==> src/rtl/dmux_pkg.sv <==
// Shared constants and helpers for the 8-lane, 16-bit write-side router.
// Lane a is index 0 and lane h is index 7.
package dmux_pkg;

  localparam int WIDTH = 16;
  localparam int LANES = 8;
  localparam int SEL_W = 3;
  localparam int OCC_W = 4;

  localparam logic [SEL_W-1:0] LANE_A = 3'd0;
  localparam logic [SEL_W-1:0] LANE_B = 3'd1;
  localparam logic [SEL_W-1:0] LANE_C = 3'd2;
  localparam logic [SEL_W-1:0] LANE_D = 3'd3;
  localparam logic [SEL_W-1:0] LANE_E = 3'd4;
  localparam logic [SEL_W-1:0] LANE_F = 3'd5;
  localparam logic [SEL_W-1:0] LANE_G = 3'd6;
  localparam logic [SEL_W-1:0] LANE_H = 3'd7;

  // Count of set bits across the lane valid flags.
  function automatic logic [OCC_W-1:0] popcount_lanes(input logic [LANES-1:0] v);
    logic [OCC_W-1:0] cnt;
    cnt = '0;
    for (int i = 0; i < LANES; i++) begin
      cnt = cnt + {{(OCC_W-1){1'b0}}, v[i]};
    end
    return cnt;
  endfunction

endpackage

==> src/rtl/dmux8way16_router_lane_reg.sv <==
// One-entry holding register for a single output lane.
// A load wins over a drain on the same edge, so the flag stays set.
module lane_reg
  import dmux_pkg::*;
(
  input  logic             clk,
  input  logic             reset,
  input  logic             load,
  input  logic             drain,
  input  logic [WIDTH-1:0] load_data,
  output logic             valid,
  output logic [WIDTH-1:0] data
);

  always_ff @(posedge clk or posedge reset) begin
    if (reset) begin
      valid <= 1'b0;
      data  <= '0;
    end else begin
      if (load) begin
        valid <= 1'b1;
        data  <= load_data;
      end else if (drain) begin
        valid <= 1'b0;
      end
    end
  end

endmodule

==> src/rtl/dmux8way16_router.sv <==
// Routes one producer stream into eight one-entry lanes, chosen either by an
// explicit select or by a round-robin pointer that only advances on accepts.
module dmux8way16_router
  import dmux_pkg::*;
(
  input  logic                   clk,
  input  logic                   reset,
  input  logic [WIDTH-1:0]       in_data,
  input  logic [SEL_W-1:0]       in_sel,
  input  logic                   in_valid,
  output logic                   in_ready,
  input  logic                   rr_mode,
  output logic [LANES*WIDTH-1:0] out_data,
  output logic [LANES-1:0]       out_valid,
  input  logic [LANES-1:0]       out_ready,
  output logic [SEL_W-1:0]       ptr,
  output logic [OCC_W-1:0]       occupied
);

  // Handshake: a transfer happens on a rising edge where valid and ready are
  // both high; ready may depend on the partner's valid/ready in the same cycle
  // (in_ready follows out_ready of the target lane), valid never waits on ready.
  logic [SEL_W-1:0] target;
  logic             accept;
  logic [LANES-1:0] load;
  logic [LANES-1:0] drain;
  logic [LANES-1:0] next_valid;

  assign target   = rr_mode ? ptr : in_sel;
  assign in_ready = ~out_valid[target] | out_ready[target];
  assign accept   = in_valid & in_ready;
  assign drain    = out_valid & out_ready;

  always_comb begin
    load = '0;
    if (accept) load[target] = 1'b1;
  end

  // Mirrors the lane update rule so occupied lands on the same edge as out_valid.
  assign next_valid = load | (out_valid & ~out_ready);

  always_ff @(posedge clk or posedge reset) begin
    if (reset) begin
      ptr      <= '0;
      occupied <= '0;
    end else begin
      if (accept && rr_mode) ptr <= ptr + 3'd1;
      occupied <= popcount_lanes(next_valid);
    end
  end

  for (genvar i = 0; i < LANES; i++) begin : g_lane
    lane_reg u_lane (
      .clk       (clk),
      .reset     (reset),
      .load      (load[i]),
      .drain     (drain[i]),
      .load_data (in_data),
      .valid     (out_valid[i]),
      .data      (out_data[i*WIDTH +: WIDTH])
    );
  end

endmodule

==> config.mk <==
export PLATFORM = sky130hd
export DESIGN_NAME = dmux8way16_router
export DESIGN_NICKNAME = d
export VERILOG_FILES = /design/src/rtl/dmux_pkg.sv /design/src/rtl/dmux8way16_router_lane_reg.sv /design/src/rtl/dmux8way16_router.sv
export SDC_FILE = /design/constraint.sdc
export NUM_CORES = 1
export LEC_CHECK = 0
export CORE_AREA = 4 4 135 137
export DETAILED_ROUTE_END_ITERATION = 7
export DIE_AREA = 0 0 139 141
export PLACE_DENSITY = 0.72
export SLEW_MARGIN = 20
export SYNTH_ARGS = -nofsm -noshare
export SYNTH_HDL_FRONTEND = slang
export SYNTH_HIERARCHICAL = 1
export SYNTH_SLANG_ARGS = --single-unit
==> constraint.sdc <==
create_clock -name clk -period 9.4 [get_ports clk]
set_input_delay 1.41 -clock clk [delete_from_list [all_inputs] [get_ports clk]]
set_output_delay 1.41 -clock clk [all_outputs]
set_load 0.05 [all_outputs]
==> summary.txt, run 1 <==
Status
  • Status: completed

Timing
  • Post-route setup slack: a little under 3 ns
  • Final Cycle Share: 0.684
  • Clk_skew: 0.00513 ns
  • Fin Hold WS: approximately 0.51 ns
  • TNS Setup: 0 ns
  • Max Freq: around 160 MHz
  • Endpoints failing setup: 0
  • Slew HR: 0.254
  • Pins Over Slew Limit: 0
  • Unrepaired setup endpoints after global routing: no
  • Worst Max-Slew Pin Slew: roughly 1.1 ns
  • Post-route minimum period: 6.43 ns
  • Final Hold Viols: 0

Clocking
  • CTS Root Cell: clkbuf_16
  • Worst-path clk slew: 0.06 ns
  • Clk_lat worst skew: between 0.4 and 0.5 ns
  • TritonCTS clock tree: built
  • Post-CTS setup buffer count: 0
  • CTS buffer count: 17
  • Post-cts resize count: 0
  • Post-CTS Hold Buffers: 0
  • Max clock buf depth: 2
  • H-tree depth: 4
  • CTS sink cnt: 143

Min path
  • Hold Crit Start: g_lane[5].u_lane/data[13]$_DFFE_PP0P_
  • Hold crit path type: flop to flop

Drt
  • Vias: approximately 4100
  • Total wire length: 17400 um
  • Drt via density: between 4 and 5
  • Initial DRC count: around 170
  • DRT antenna net count: 0
  • DRT Pass-1 Iters: 4
  • WL per Instance: between 20 and 25 um
  • # DRC: 0

Critical path
  • Critical path class: input port to flop
  • Critical Path End Type: flop
  • Critical Path AT: around 6.7 ns
  • Critical Path Start: rr_mode
  • Reg-to-reg startpoint: ptr[0]$_DFFE_PP0P_
  • Crit-path max FO: 17
  • Critical Path RT: around 9.7 ns
  • Setup crit start kind: input port

GRT
  • Initial antenna violation count: 0
  • First-pass GRT wire length: ~27000 um
  • Grt ovf: 0
  • Overall Global Routing Usage: 0.183
  • Vias in the first global route: approximately 4500
  • Largest net degree at the start of global routing: 18

Synthesis
  • Area share of the largest cell type after synthesis: 0.559
  • Most used DFF post-synth: dfrtp_1
  • Count leader, synth: dfrtp_1
  • Synth cell count leaders: dfrtp_1 (143), mux2_4 (72), mux2_2 (58), inv_1 (34), buf_6 (10)
  • Synth warn: 6
  • Syn Std Cell Area: around 6400 um2
  • Top post-synthesis cells by area: dfrtp_1 (56%), mux2_4 (17%), mux2_2 (10%)
  • Count of different cell masters after synthesis: 35
  • Post-synth top area cell: dfrtp_1
  • Mean Syn Cell Area: 15.8 um2
  • Ys async rst share: 1.00
  • Seq/Total Area, Yosys: 0.559
  • Syn Inst Count: a little over 400
  • EDFF count, synth: 0
  • Number of synthesized register bits: approximately 140
  • Post-Synthesis Net Count: around 450

Floorplan
  • Die Y: 141 um
  • I/O pin count: 175
  • Die X: between 100 and 150 um
  • Rows: 48
  • Starting Density: 0.375
  • Core region area: roughly 17000 um2
  • Die area: roughly 20000 um2

Placement
  • Gp weighted congestion: between 0.9 and 1
  • IO buf count: ~170
  • Post-detail-place hpwl: approximately 13000 um
  • Place WS: between 2 and 3 ns

Final layout
  • # fillers: about 1400
  • Layout cells sized above 1: 0.315
  • Layout overhead on the synthesized area: 37.8%
  • Ant. Diodes: 0
  • Post-layout nets: 625

Job
  • Max Cap Violations: 0
critical path, cell delays in order:
cell	delay, ns
clkdlybuf4s50_1	0.81
mux2i_1	0.41
mux4_2	0.55
nand2_1	0.09
o221ai_2	0.11
and2_1	0.45
o32ai_1	0.50
fa_1	0.51
fa_1	0.55
inv_1	0.06
fa_1	0.48
inv_1	0.07
ha_1	0.16
inv_1	0.05
fa_1	0.37
xnor2_1	0.13
flip-flops by register name, summed over array words and instances, names as in the netlist:
register,flops
g_lane.u_lane/valid,8
occupied,4
g_lane.u_lane/data,128
ptr,3
path summary, 6_finish.rpt:
path | depth (start not counted) | end | slack [ns]
worst max-delay path | 16 | occupied[2]$_DFF_PP0_ | 2.97
worst min-delay path | 1 | g_lane[5].u_lane/data[13]$_DFFE_PP0P_ | 0.51
worst max register to register | 15 | occupied[2]$_DFF_PP0_ | 4.41
worst min register to register | 1 | g_lane[5].u_lane/data[13]$_DFFE_PP0P_ | 0.51
max in group asynchronous | 2 | g_lane[3].u_lane/data[4]$_DFFE_PP0P_ | 7.23
min in group asynchronous | 2 | occupied[2]$_DFF_PP0_ | 1.44
per-layer routing:
| metal | track usage | share of wire | vias to the layer above |
|---|---|---|---|
| met5 | 0 | 0 | - |
| met4 | 0.0489 | 0.0099 | 0 |
| met3 | 0.0597 | 0.065 | 19 |
| met2 | 0.297 | 0.48 | 178 |
| met1 | 0.239 | 0.45 | 2108 |
| li1 | - | - | 1764 |
stage by stage:
stage          utilization  cell area (um2)  cells
5_1_grt              0.517             8820    822
3_3_place_gp         0.482             8220    792
2_1_floorplan            -             6400    406
3_5_place_dp         0.482             8220    792
4_1_cts              0.517             8820    822
6_report             0.517             8820    822
placed cells by master, fill, tap and decap left out, drive strengths merged, types with 2 or more instances in the layout:
master / instances
and2: 8
clkdlybuf4s50: 174
clkinv: 3
bufinv: 3
o32a: 2
buf: 6
nor3: 9
a211oi: 2
dfrtp: 143
a21o: 8
mux2i: 6
clkinvlp: 4
ha: 4
a21oi: 5
mux2: 131
a31oi: 2
nor2: 5
o32ai: 6
xor2: 2
inv: 35
clkbuf: 20
nand2: 7
fa: 4
o22ai: 2
cells by family (layout without fill, tap and decap cells):
family / count (synthesis) / count (layout) / share of synthesized area
buffers and inverters: 54 / 245 / 0.0655
multiplexers: 138 / 138 / 0.286
XOR/XNOR: 3 / 3 / 0.00411
AND/OR/NAND/NOR: 32 / 32 / 0.0270
flip-flops: 143 / 143 / 0.559
adder cells (fa/ha/maj): 8 / 8 / 0.0203
AO/OA/AOI/OAI: 28 / 28 / 0.0377
layout make-up:
type                       instances  area, um2  area share
clock inverter                    10        139      0.0157
sequential                       143       3580       0.406
inverter                          35        131      0.0149
multi-input combinational        209       2440       0.277
clock buffer                      20        457      0.0518
tap                              225        282      0.0319
timing repair buffer             180       1790       0.203
Power of run 1 is left out: the tool's default activity adds up to more than one toggle a clock period on the data nets, which glitch-free logic cannot reach.
==> inputs of run 2 (changes only) <==
PLACE_DENSITY = 0.74   (was 0.72)
clock period = 5.15 ns   (was 9.4 ns; I/O delays follow)
==> run 2 against run 1 <==
Against the previous run: via count increased by 1.7%; die area is the same; register-to-register slack worse by 3.8 ns; sequential cell count stayed put; first-iteration DRC count shrank 3.5%; setup slack worse by 2.8 ns; critical path type unchanged.
==> summary.txt, run 2 (synthesis results as in run 1) <==
Clocking
  • Max clock buf depth: 2 (unchanged)
  • TritonCTS clock tree: built (unchanged)
  • CTS Root Cell: clkbuf_16 (unchanged)
  • Worst-path clk slew: 0.06 ns (about the same)
  • Post-CTS setup buffer count: 0 (unchanged)
  • H-tree depth: 4 (unchanged)
  • CTS buffer count: 17 (unchanged)
  • CTS sink cnt: 143 (unchanged)
  • Clk_lat worst skew: 0.41 ns (was 0.42 ns)

Final layout
  • Leading cell type in the layout, fill and taps excluded: clkdlybuf4s50_1 (unchanged)
  • Layout overhead on the synthesized area: 39.6% (was 37.8%)
  • Area occupied by multi-input gates: 2450 um2 (was 2440 um2)
  • Most frequent cells in the layout: clkdlybuf4s50_1 (173), dfrtp_1 (143), mux2_4 (72) (was clkdlybuf4s50_1 (174), dfrtp_1 (143), mux2_4 (72))
  • # fillers: 1459 (was 1442)
  • Sequential Area: 3580 um2 (unchanged)
  • Largest regs: g_lane.u_lane/data x128, g_lane.u_lane/valid x8, occupied x4 (unchanged)
  • Reg with most FFs: g_lane.u_lane/data (unchanged)
  • Ant. Diodes: 0 (unchanged)
  • Post-layout nets: 644 (was 625)
  • Layout cells sized above 1: 0.345 (was 0.315)
  • Number of flip-flops in the largest register: 128 (unchanged)

Min path
  • Hold crit path type: flop to flop (unchanged)
  • Hold Crit Start: g_lane[7].u_lane/data[2]$_DFFE_PP0P_ (was g_lane[5].u_lane/data[13]$_DFFE_PP0P_)

Timing
  • Endpoints failing setup: 0 (unchanged)
  • Post-route setup slack: 0.200 ns (was 2.97 ns)
  • Fin Hold WS: 0.505 ns (was 0.508 ns)
  • Unrepaired setup endpoints after global routing: no (unchanged)
  • Max Freq: a little over 200 MHz
  • Final Hold Viols: 0 (unchanged)
  • Worst Max-Slew Pin Slew: 0.822 ns (was 1.11 ns)
  • Pins Over Slew Limit: 0 (unchanged)
  • Final Cycle Share: 0.961
  • Clk_skew: 0.00852 ns (was 0.00513 ns)
  • Slew HR: 0.452 (was 0.254)
  • Post-route minimum period: 4.95 ns

Critical path
  • Critical Path Most Common Cell: fa_1 (unchanged)
  • WP buf/inv: 5 (was 4)
  • Critical path class: input port to flop (unchanged)
  • Slowest Stage Delay on Critical Path: 0.55 ns (was 0.81 ns)
  • Critical Path AT: 5.24 ns (was 6.72 ns)
  • Crit-path max FO: 5 (was 17)
  • Setup crit start kind: input port (unchanged)
  • Slowest-stage cell, CP: fa_1 (was clkdlybuf4s50_1)
  • Top delay family on crit path: adder cells (unchanged)
  • Critical Path End Type: flop (unchanged)
  • CP Cell Sequence: clkdlybuf4s50_1 -> mux2i_1 -> buf_4 -> mux4_2 -> nand2_1 -> o221ai_2 -> and2_2 -> o32ai_1 -> fa_1 -> fa_1 -> inv_1 -> fa_1 -> inv_1 -> ha_1 -> inv_1 -> fa_1 -> xnor2_1 (was clkdlybuf4s50_1 -> mux2i_1 -> mux4_2 -> nand2_1 -> o221ai_2 -> and2_1 -> o32ai_1 -> fa_1 -> fa_1 -> inv_1 -> fa_1 -> inv_1 -> ha_1 -> inv_1 -> fa_1 -> xnor2_1)
  • Reg-to-reg startpoint: ptr[0]$_DFFE_PP0P_ (unchanged)
  • Critical Path Start: rr_mode (unchanged)
  • Critical Path RT: 5.44 ns (was 9.70 ns)

Drt
  • Drt via density: 4.91 (was 4.95)
  • DRT Pass-1 Iters: 4 (unchanged)
  • Initial DRC count: 167 (was 173)
  • Vias: 4138 (was 4069)
  • # DRC: 0 (unchanged)
  • WL per Instance: 21.2 um (about the same)
  • DRT antenna net count: 0 (unchanged)
  • Total wire length: 17800 um (was 17400 um)

GRT
  • Initial antenna violation count: 0 (unchanged)
  • Met1 GRT Util: 0.232 (was 0.239)
  • Met3 Resource Use GR: 0.0665 (was 0.0597)
  • Largest net degree at the start of global routing: 18 (unchanged)
  • Vias in the first global route: 4702 (was 4506)
  • Grt ovf: 0 (unchanged)
  • M2 GR Usage: 0.310 (was 0.297)
  • First-pass GRT wire length: 28200 um (was 27400 um)
  • Top Usage Layer GRT: met2 (unchanged)
  • Overall Global Routing Usage: 0.186 (was 0.183)

Floorplan
  • Die area: 19600 um2 (unchanged)
  • Rows: 48 (unchanged)
  • Core region area: 17100 um2 (unchanged)
  • Starting Density: 0.375 (unchanged)
  • Die Y: 141 um (unchanged)
  • Die X: 139 um (unchanged)
  • I/O pin count: 175 (unchanged)

Job
  • Max Cap Violations: 0 (unchanged)

Placement
  • Place WS: -0.231 ns (was 2.58 ns)
  • IO buf count: 174 (unchanged)
  • Gp weighted congestion: 0.852 (was 0.938)
  • Post-detail-place hpwl: 13200 um (was 12700 um)

Status
  • Status: completed (unchanged)
[run 2: final timing paths]
check	end	slack, ns	cells past startpoint
min in group asynchronous	occupied[0]$_DFF_PP0_	0.84	2
max	occupied[2]$_DFF_PP0_	0.20	17
max reg2reg	occupied[2]$_DFF_PP0_	0.63	16
max in group asynchronous	g_lane[2].u_lane/data[12]$_DFFE_PP0P_	3.56	2
min	g_lane[7].u_lane/data[2]$_DFFE_PP0P_	0.51	1
min reg2reg	g_lane[7].u_lane/data[2]$_DFFE_PP0P_	0.51	1
[run 2: cell type report]
type	count	area share
repair buffers	199	0.216
well taps	225	0.0315
inverters	35	0.0147
flip-flops and latches	143	0.400
multi-input cells	209	0.275
clock buffers	17	0.0476
clock inverters	15	0.0155
[run 2: stage by stage]
step / utilization / std cells / setup TNS [ns] / instance area (um2)
2_1_floorplan: - / 406 / 0 / 6400
6_report: 0.524 / 843 / 0 / 8940
4_1_cts: 0.523 / 843 / 0 / 8930
5_1_grt: 0.524 / 843 / 0 / 8940
3_3_place_gp: 0.490 / 811 / -0.374 / 8360
3_5_place_dp: 0.490 / 811 / -0.448 / 8360
[run 2: what timing repair did]
item / 4_1_cts / 5_1_grt
resized for setup: 0 / 2
hold buffers: 0 / 0
setup endpoints to repair: 0 / 2
[run 2: layer usage]
layer	wire [um]	up-vias
met2	8720	159
met5	0	-
li1	-	1804
met3	1250	17
met1	7630	2158
met4	238	0
Power of run 2 is left out for the same reason.
